`src/rtl/change_dispense_sequencer.sv`:
```
// change_dispense_sequencer: greedy coin-change payout (25c, 10c, 5c) drawn from an
// internal coin inventory, one coin at a time over a 4-phase req/ack hopper handshake.
// Optional feature macro HOPPER_TIMEOUT_EN: bounds the hopper wait and adds a sticky
// FAULT state that is left only through clr_n.
module change_dispense_sequencer #(
    parameter int unsigned AMT_W  = 8,
    parameter int unsigned INV_W  = 6,
    parameter int unsigned INIT_Q = 10,
    parameter int unsigned INIT_D = 10,
    parameter int unsigned INIT_N = 10
`ifdef HOPPER_TIMEOUT_EN
    , parameter int unsigned TIMEOUT_CYC = 1000
`endif
) (
    input  logic             clk,
    input  logic             clr_n,
    input  logic             start,
    input  logic [AMT_W-1:0] change_cents,
    input  logic             load_inv,
    input  logic [INV_W-1:0] inv_q,
    input  logic [INV_W-1:0] inv_d,
    input  logic [INV_W-1:0] inv_n,
    output logic             disp_req,
    output logic [1:0]       disp_sel,
    input  logic             disp_ack,
    output logic             busy,
    output logic             done,
    output logic [AMT_W-1:0] short_cents,
    output logic [INV_W-1:0] cnt_q,
    output logic [INV_W-1:0] cnt_d,
    output logic [INV_W-1:0] cnt_n,
    output logic             fault
);

    localparam logic [1:0] SEL_N = 2'b00;
    localparam logic [1:0] SEL_D = 2'b01;
    localparam logic [1:0] SEL_Q = 2'b10;

`ifdef HOPPER_TIMEOUT_EN
    localparam int unsigned TMO_W = $clog2(TIMEOUT_CYC + 1);
`endif

    typedef enum logic [2:0] {
        S_IDLE,
        S_SELECT,
        S_REQ,
        S_REL,
        S_DONE
`ifdef HOPPER_TIMEOUT_EN
        , S_FAULT
`endif
    } state_t;

    state_t           state, state_nxt;
    logic [AMT_W-1:0] rem, rem_nxt;
    logic [1:0]       sel_nxt;
    logic [AMT_W-1:0] short_nxt;
    logic [INV_W-1:0] cq_nxt, cd_nxt, cn_nxt;
    logic             req_nxt, busy_nxt, done_nxt;
    logic [AMT_W-1:0] coin_val_c;

`ifdef HOPPER_TIMEOUT_EN
    logic [TMO_W-1:0] tmo, tmo_nxt;
    logic             fault_nxt;
`endif

    // Value of the coin currently presented to the hopper.
    always_comb begin
        coin_val_c = AMT_W'(5);
        if (disp_sel == SEL_Q) begin
            coin_val_c = AMT_W'(25);
        end else if (disp_sel == SEL_D) begin
            coin_val_c = AMT_W'(10);
        end
    end

    // State, remainder, inventory and registered outputs.
    always_ff @(posedge clk or negedge clr_n) begin
        if (!clr_n) begin
            state       <= S_IDLE;
            rem         <= '0;
            disp_sel    <= SEL_N;
            disp_req    <= 1'b0;
            busy        <= 1'b0;
            done        <= 1'b0;
            short_cents <= '0;
            cnt_q       <= INV_W'(INIT_Q);
            cnt_d       <= INV_W'(INIT_D);
            cnt_n       <= INV_W'(INIT_N);
`ifdef HOPPER_TIMEOUT_EN
            tmo         <= '0;
            fault       <= 1'b0;
`endif
        end else begin
            state       <= state_nxt;
            rem         <= rem_nxt;
            disp_sel    <= sel_nxt;
            disp_req    <= req_nxt;
            busy        <= busy_nxt;
            done        <= done_nxt;
            short_cents <= short_nxt;
            cnt_q       <= cq_nxt;
            cnt_d       <= cd_nxt;
            cnt_n       <= cn_nxt;
`ifdef HOPPER_TIMEOUT_EN
            tmo         <= tmo_nxt;
            fault       <= fault_nxt;
`endif
        end
    end

    // Next-state, greedy coin selection, inventory update and output decode.
    always_comb begin
        state_nxt = state;
        rem_nxt   = rem;
        sel_nxt   = disp_sel;
        short_nxt = short_cents;
        cq_nxt    = cnt_q;
        cd_nxt    = cnt_d;
        cn_nxt    = cnt_n;
`ifdef HOPPER_TIMEOUT_EN
        // Cleared on every state entry; only waiting states count up.
        tmo_nxt   = '0;
`endif

        case (state)
            S_IDLE: begin
                if (start) begin
                    rem_nxt   = change_cents;
                    short_nxt = '0;
                    state_nxt = S_SELECT;
                end else if (load_inv) begin
                    cq_nxt = inv_q;
                    cd_nxt = inv_d;
                    cn_nxt = inv_n;
                end
            end

            S_SELECT: begin
                if (rem >= AMT_W'(25) && cnt_q != '0) begin
                    sel_nxt   = SEL_Q;
                    state_nxt = S_REQ;
                end else if (rem >= AMT_W'(10) && cnt_d != '0) begin
                    sel_nxt   = SEL_D;
                    state_nxt = S_REQ;
                end else if (rem >= AMT_W'(5) && cnt_n != '0) begin
                    sel_nxt   = SEL_N;
                    state_nxt = S_REQ;
                end else begin
                    short_nxt = rem;
                    state_nxt = S_DONE;
                end
            end

            S_REQ: begin
                if (disp_ack) begin
                    rem_nxt = rem - coin_val_c;
                    case (disp_sel)
                        SEL_Q:   cq_nxt = cnt_q - INV_W'(1);
                        SEL_D:   cd_nxt = cnt_d - INV_W'(1);
                        default: cn_nxt = cnt_n - INV_W'(1);
                    endcase
                    state_nxt = S_REL;
                end
`ifdef HOPPER_TIMEOUT_EN
                else if (tmo == TMO_W'(TIMEOUT_CYC - 1)) begin
                    short_nxt = rem;
                    state_nxt = S_FAULT;
                end else begin
                    tmo_nxt = tmo + TMO_W'(1);
                end
`endif
            end

            S_REL: begin
                if (!disp_ack) begin
                    state_nxt = S_SELECT;
                end
`ifdef HOPPER_TIMEOUT_EN
                else if (tmo == TMO_W'(TIMEOUT_CYC - 1)) begin
                    short_nxt = rem;
                    state_nxt = S_FAULT;
                end else begin
                    tmo_nxt = tmo + TMO_W'(1);
                end
`endif
            end

            S_DONE: begin
                state_nxt = S_IDLE;
            end

`ifdef HOPPER_TIMEOUT_EN
            S_FAULT: begin
                state_nxt = S_FAULT;
            end
`endif

            default: begin
                state_nxt = S_IDLE;
            end
        endcase

        // Outputs are registered copies of the decoded next state.
        req_nxt  = (state_nxt == S_REQ);
        busy_nxt = (state_nxt != S_IDLE);
        done_nxt = (state_nxt == S_DONE);
`ifdef HOPPER_TIMEOUT_EN
        fault_nxt = (state_nxt == S_FAULT);
`endif
    end

`ifndef HOPPER_TIMEOUT_EN
    assign fault = 1'b0;
`endif

endmodule

```
`config.mk`:
```
export PLATFORM = sky130hd
export DESIGN_NAME = change_dispense_sequencer
export DESIGN_NICKNAME = d
export VERILOG_FILES = /design/src/rtl/change_dispense_sequencer.sv
export SDC_FILE = /design/constraint.sdc
export NUM_CORES = 1
export LEC_CHECK = 0
export CORE_AREA = 2 2 84 86
export CTS_BUF_LIST = sky130_fd_sc_hd__clkbuf_4 sky130_fd_sc_hd__clkbuf_8 sky130_fd_sc_hd__clkbuf_16
export CTS_CLUSTER_DIAMETER = 100
export DETAILED_ROUTE_END_ITERATION = 10
export DIE_AREA = 0 0 86 88
export GPL_TIMING_DRIVEN = 0
export PLACE_DENSITY = 0.64
export SLEW_MARGIN = 20
export SYNTH_ARGS = -nofsm -noshare
export SYNTH_HDL_FRONTEND = slang
export SYNTH_SLANG_ARGS = --single-unit
```
`constraint.sdc`:
```
create_clock -name clk -period 2.5 [get_ports clk]
set_input_delay 0.5 -clock clk [delete_from_list [all_inputs] [get_ports clk]]
set_output_delay 0.5 -clock clk [all_outputs]
set_load 0.03 [all_outputs]
```
# After elaboration in Yosys (flattened, before gate mapping)
# Cells that the tools add are included.
dict set report totals {
  regBits 42
  latch_bits 0
  ramBits 0
  romBits 0
  input_bits 31
  output_inout_bits 32
  word_cells 87
  mem_count 0
}
dict set report op_classes {
  add_sub_neg 4
  mul 0
  div 0
  order_cmp 3
  eq_ne 17
  shifts 0
  mux 35
  n_bitwise 0
  reduce_logical 18
}
# op count
set op_table {}
lappend op_table {{$mux 6} 12}
lappend op_table {{$mux 8} 7}
lappend op_table {{$pmux 6 s2} 3}
lappend op_table {{$pmux 8 s2} 2}
lappend op_table {{$ne 2x2->1 const B} 10}
lappend op_table {{$reduce_and 5->1} 4}
lappend op_table {{$mux 3} 6}
lappend op_table {{$reduce_bool 6->1} 3}
lappend op_table {{$sub 6x1->6 const B} 3}
lappend op_table {{$pmux 3 s4} 1}
lappend op_table {{$eq 3x2->1 const B} 3}
lappend op_table {{$ge 8x3->1 const B} 1}
lappend op_table {{$ge 8x4->1 const B} 1}
lappend op_table {{$ge 8x5->1 const B} 1}
lappend op_table {{$sub 8x8->8} 1}
lappend op_table {{$mux 2} 3}
lappend op_table {{$reduce_bool 3->1} 2}
lappend op_table {{$mux 4} 1}
lappend op_table {{$reduce_bool 2->1} 2}
lappend op_table {{$eq 3x1->1 const B} 1}
lappend op_table {{$eq 3x3->1 const B} 1}
lappend op_table {{$logic_and 1x1->1} 3}
lappend op_table {{$logic_not 3->1} 1}
lappend op_table {{$reduce_and 3->1} 1}
lappend op_table {{4 further kinds} 4}

# Logic depth before layout (Yosys ltp)
# Gate-level depths: netlist of the first run.
dict set report logic_depth {
  depth_word 7
  depth_mapped 10
  mapped_depth_nobuf 10
}

# Worst setup path before layout of the first run
# OpenSTA, ideal clock, no wires.
dict set report synth_path {
  path_type {reg2reg}
  from {register disp_sel[1]}
  to {register rem[6]}
  setup_time_ns 0.126
  t_arrival_ns 2.245
  required_time_ns 2.374
  slack_ns 0.128
  stages_incl_launch_ff 11
  n_path_buf 0
  synth_period_minus_slack_ns 2.372
  path_cell_list {dfrtp_1 -> inv_1 -> ha_1 -> inv_1 -> ha_1 -> fa_1 -> nor2b_1 -> o21a_1 -> o21ai_1 -> and4_1 -> a311o_1}
}
dict set report synth_between {
  elab_chain_len 6
  word_cells_on_any_way 7
  cone_classes {1 x add/sub; 2 x eq/ne; 4 x mux}
}
# element line
set synth_rtl {}
lappend synth_rtl {{start, declared} 24} ;# output logic [1:0] disp_sel,
lappend synth_rtl {{start signal, assigned} 97} ;# disp_sel <= sel_nxt;
lappend synth_rtl {{$eq 2x1->1} 72} ;# end else if (disp_sel == SEL_D) begin
lappend synth_rtl {{$mux 4} 72}
lappend synth_rtl {{$mux 8 *} 70} ;# if (disp_sel == SEL_Q) begin
lappend synth_rtl {{$sub 8x8->8 *} 157} ;# rem_nxt = rem - coin_val_c;
lappend synth_rtl {{$mux 8 *} 156} ;# if (disp_ack) begin
lappend synth_rtl {{$pmux 8 s2 *} 126} ;# case (state)
lappend synth_rtl {{end signal, assigned} 96} ;# rem <= rem_nxt;
lappend synth_rtl {{end, declared} 55} ;# logic [AMT_W-1:0] rem, rem_nxt;
# Every way passes the cells marked *; elsewhere a longest branch is shown, timed or not. The select of a mux whose other input is x is not followed.
# A chain may end at the register's enable or synchronous reset.

# Final worst setup path of the first run
# Same ends and word-level chain as after synthesis.

==> results of run 1 <==
## cell type report
cell class | count | area share
multi-input combinational | 219 | 0.405
inverter | 23 | 0.0252
clock buffer | 8 | 0.0285
buffer | 12 | 0.0150
timing repair buffer | 63 | 0.187
sequential | 42 | 0.310
tap | 80 | 0.0293
## routing by layer
metal / GRT usage / up-vias
met5: 0 / -
met4: 0.0534 / 0
met3: 0.0452 / 4
met2: 0.302 / 66
met1: 0.245 / 1105
li1: - / 1188
## logic make-up after synthesis
logic type	count (synthesis)
other cells	1
simple gates	101
fa+ha+maj	15
mux	9
flops	42
compound gates	93
buf+inv	35
## sequential cells by signal, indices dropped and copies added (netlist names)
name / flops
short_cents: 8
rem: 8
cnt_q: 6
state: 3
disp_sel: 2
done: 1
cnt_d: 6
cnt_n: 6
disp_req: 1
busy: 1
## synth_stat cells (2+ instances only)
cell,n,area share
dfrtp_1,36,0.35
nor2_1,29,0.042
a21oi_1,26,0.051
o21ai_0,24,0.047
inv_1,23,0.034
nand2_1,23,0.034
ha_1,14,0.068
nor3_1,12,0.023
o21ai_1,11,0.021
clkbuf_1,9,0.013
mux2i_1,8,0.031
nand3_1,8,0.016
dfstp_2,6,0.061
o21a_1,6,0.018
a211oi_1,5,0.015
or3_1,5,0.012
a22oi_1,4,0.012
nand2b_1,4,0.0098
and3_1,3,0.0073
o22ai_1,3,0.0073
a31oi_1,2,0.0049
buf_2,2,0.0039
nor2b_1,2,0.0049
nor3_2,2,0.0078
nor3b_1,2,0.0059
nor4_1,2,0.0049
o22a_1,2,0.0068
## how the worst min path moves through the flow
stage / from / end / slack, ns / cells past startpoint
6_report: clr_n / short_cents[7]$_DFFE_PN0P_ / 0.18 / 1
4_1_cts: clr_n / short_cents[7]$_DFFE_PN0P_ / 0.19 / 1
3_5_place_dp: cnt_d[1]$_DFFE_PN1P_ / cnt_d[1]$_DFFE_PN1P_ / 0.51 / 2
5_1_grt: clr_n / short_cents[7]$_DFFE_PN0P_ / 0.21 / 1
2_1_floorplan: clr_n / busy$_DFF_PN0_ / 0.20 / 0
3_3_place_gp: cnt_d[1]$_DFFE_PN1P_ / cnt_d[1]$_DFFE_PN1P_ / 0.49 / 2
## power groups by stage
stage	sequential (mW)	combinational, mW	clock [mW]
2_1_floorplan	1.52	1.52	0
3_3_place_gp	1.25	2.59	0
3_5_place_dp	1.25	2.65	0
4_1_cts	1.24	2.66	0.489
5_1_grt	1.30	2.99	0.522
6_report	1.25	2.69	0.472
## stage by stage
| stage | setup WS [ns] | util | cell area (um2) | total power [mW] | TNS (ns) |
|---|---|---|---|---|---|
| 2_1_floorplan | 0.128 | - | 2560 | 3.04 | 0 |
| 3_3_place_gp | -0.235 | 0.493 | 3280 | 3.84 | -8.38 |
| 6_report | 0.151 | 0.515 | 3420 | 4.41 | 0 |
| 4_1_cts | 0.0522 | 0.511 | 3400 | 4.39 | 0 |
| 5_1_grt | 0.0110 | 0.515 | 3420 | 4.81 | 0 |
| 3_5_place_dp | 0.0708 | 0.496 | 3300 | 3.91 | 0 |
## what timing repair did
action | CTS | global route
buffers inserted | 0 | 1
resized for setup | 0 | 5
endpoints found under the hold margin | 0 | 0
endpoints found under the setup margin | 0 | 1
hold buffers | 0 | 0
==> key figures, run 1 <==
Worst setup path
  • Critical path peak fanout: 3
  • Cell depth of the worst setup path: 10
  • Slowest cell on crit path: dfrtp_1
  • Worst R2R End: rem[6]$_DFFE_PN0P_
  • R2R Path Start: disp_sel[1]$_DFFE_PN0P_
  • Slowest Stage Delay on Critical Path: 0.41 ns
  • WP buf/inv: 2
  • Critical Path RT: 2.67 ns
  • CP startpoint kind: flip-flop
  • Reg2Reg Setup Slack: 0.15 ns
  • Critical path origin: disp_sel[1]$_DFFE_PN0P_
  • Most Frequent Cell on Critical Path: inv_1
  • CP Data Arrival Time: 2.52 ns
  • Delay-heaviest family, CP: adder cells
  • Setup crit end: rem[6]$_DFFE_PN0P_
  • CP endpoint kind: flip-flop
  • Crit Path Category: reg -> reg
  • CP Cell Sequence: inv_1 -> ha_4 -> inv_1 -> ha_1 -> fa_2 -> nor2b_2 -> o21a_1 -> o21ai_1 -> and4_1 -> a311o_1
  • R2R depth: 10

Floorplanning
  • Die X: 86 um
  • Die Ht: 88 um
  • Core area: 6640 um2
  • IO Pins: 63
  • Cell row count: 30
  • Die ar.: 7570 um2
  • Initial Util: 0.386

STA
  • Fmax: 426 MHz
  • Final setup violation count: 0
  • Clk_skew: 0.00907 ns
  • Slew headroom: 0.608
  • Final hold vios: 0
  • Hold_ws: 0.184 ns
  • Period utilization: 0.939
  • Fin crit period: 2.35 ns
  • Max Slew Vio Count: 0
  • Worst Max-Slew Pin Slew: 0.587 ns
  • RSZ-0062 raised after global routing: false

Outcome
  • Outcome: complete, no violations

Pwr
  • Switching share of total power: 0.483
  • Internal power: 2.28 mW
  • Sequential power share: 0.284
  • Combinational Power Share: 0.609
  • P per Cell Area: 1290 nW/um2
  • Switch Pwr: 2.13 mW
  • Leak: 1.49 nW
  • Clk pwr share: 0.107
  • Peak VDD IR: 0.623 mV

Detailed routing
  • Uppermost layer routed: met4
  • Final WL: 6.63 mm
  • Antenna Nets Post-Route: 0
  • Met3 Wirelength: 447 um
  • DR iter-0 viols: 114
  • Routed WL per cell: 14.8 um
  • TritonRoute pass-1 iters: 4
  • Met2 WL: 3.14 mm
  • DR DRC count: 0
  • Via Count: 2363
  • Vias per inst: 5.29
  • Wl on met1: 2.99 mm

Logic synthesis
  • Main combinational cell family by area after synthesis: compound AO/OA/AOI/OAI gates
  • Post-Syn Nets: 342
  • Sequential area share after synthesis: 0.413
  • Cell Area, Synth: 2560 um2
  • Post-Synth Adder-Cell Area: 0.0761
  • Main synth FF type: dfrtp_1
  • Mapped Cells: 296
  • Mux share of post-synthesis cell area: 0.0356
  • Post-synthesis cell type count: 50
  • Synth Warn #: 0
  • Ys async rst share: 1.00
  • Average size of a mapped cell: 8.67 um2
  • Compound-cell area share of the yosys netlist: 0.220
  • Post-synthesis xor/xnor area fraction: 0
  • Post-Synth Simple-Gate Area: 0.200
  • #FFs+latches synth: 42
  • Post-synth EDFFs: 0

CTS
  • CTS H-tree lvls: 2
  • TritonCTS Buffers: 5
  • CTS tree: yes
  • Clock transition at the registers of the reported paths: 0.08 ns
  • Clock Latency Late Sink: 0.29 ns
  • Clock sink count: 42
  • CTS Buffer Depth: 2
  • Root Driver: clkbuf_8

Place
  • Hpwl dp: 5.00 mm
  • Number of port buffers: 61
  • Placer Congestion: 0.849
  • Inst Count DP: 438

Cells and area
  • Multi-input gate area: 1390 um2
  • Fillers: 644
  • Register Area: 1060 um2
  • Most frequent cells in the layout: clkdlybuf4s50_1, dfrtp_1, nor2_1, a21oi_1, o21ai_0
  • Synthesis-to-layout area growth: 33.4%
  • Share of post-route cells with drive strength above 1: 0.0926
  • Final Non-Filler Cells: 447
  • Antenna Diode Count: 0
  • Commonest non-fill, non-tap cell in the layout: clkdlybuf4s50_1
  • Layout net count: 412

GRT
  • Total GRT Usage: 0.185
  • Initial antenna violation count: 0
  • Vias in the first global route: 2391
  • Largest net degree at the start of global routing: 23
  • Global-route wire length before repair: 11.1 mm
  • Grt ovf: 0

Run
  • Number of max-cap violations: 0

Hold path
  • Min-Delay Path Class: in -> async
(Power assumes the default switching activity.)
==> inputs of run 2 (changes only) <==
CTS_CLUSTER_SIZE = 8   (was default)
==> results of run 2 <==
The final DEF is identical to that of run 1; final timing and power are the same.
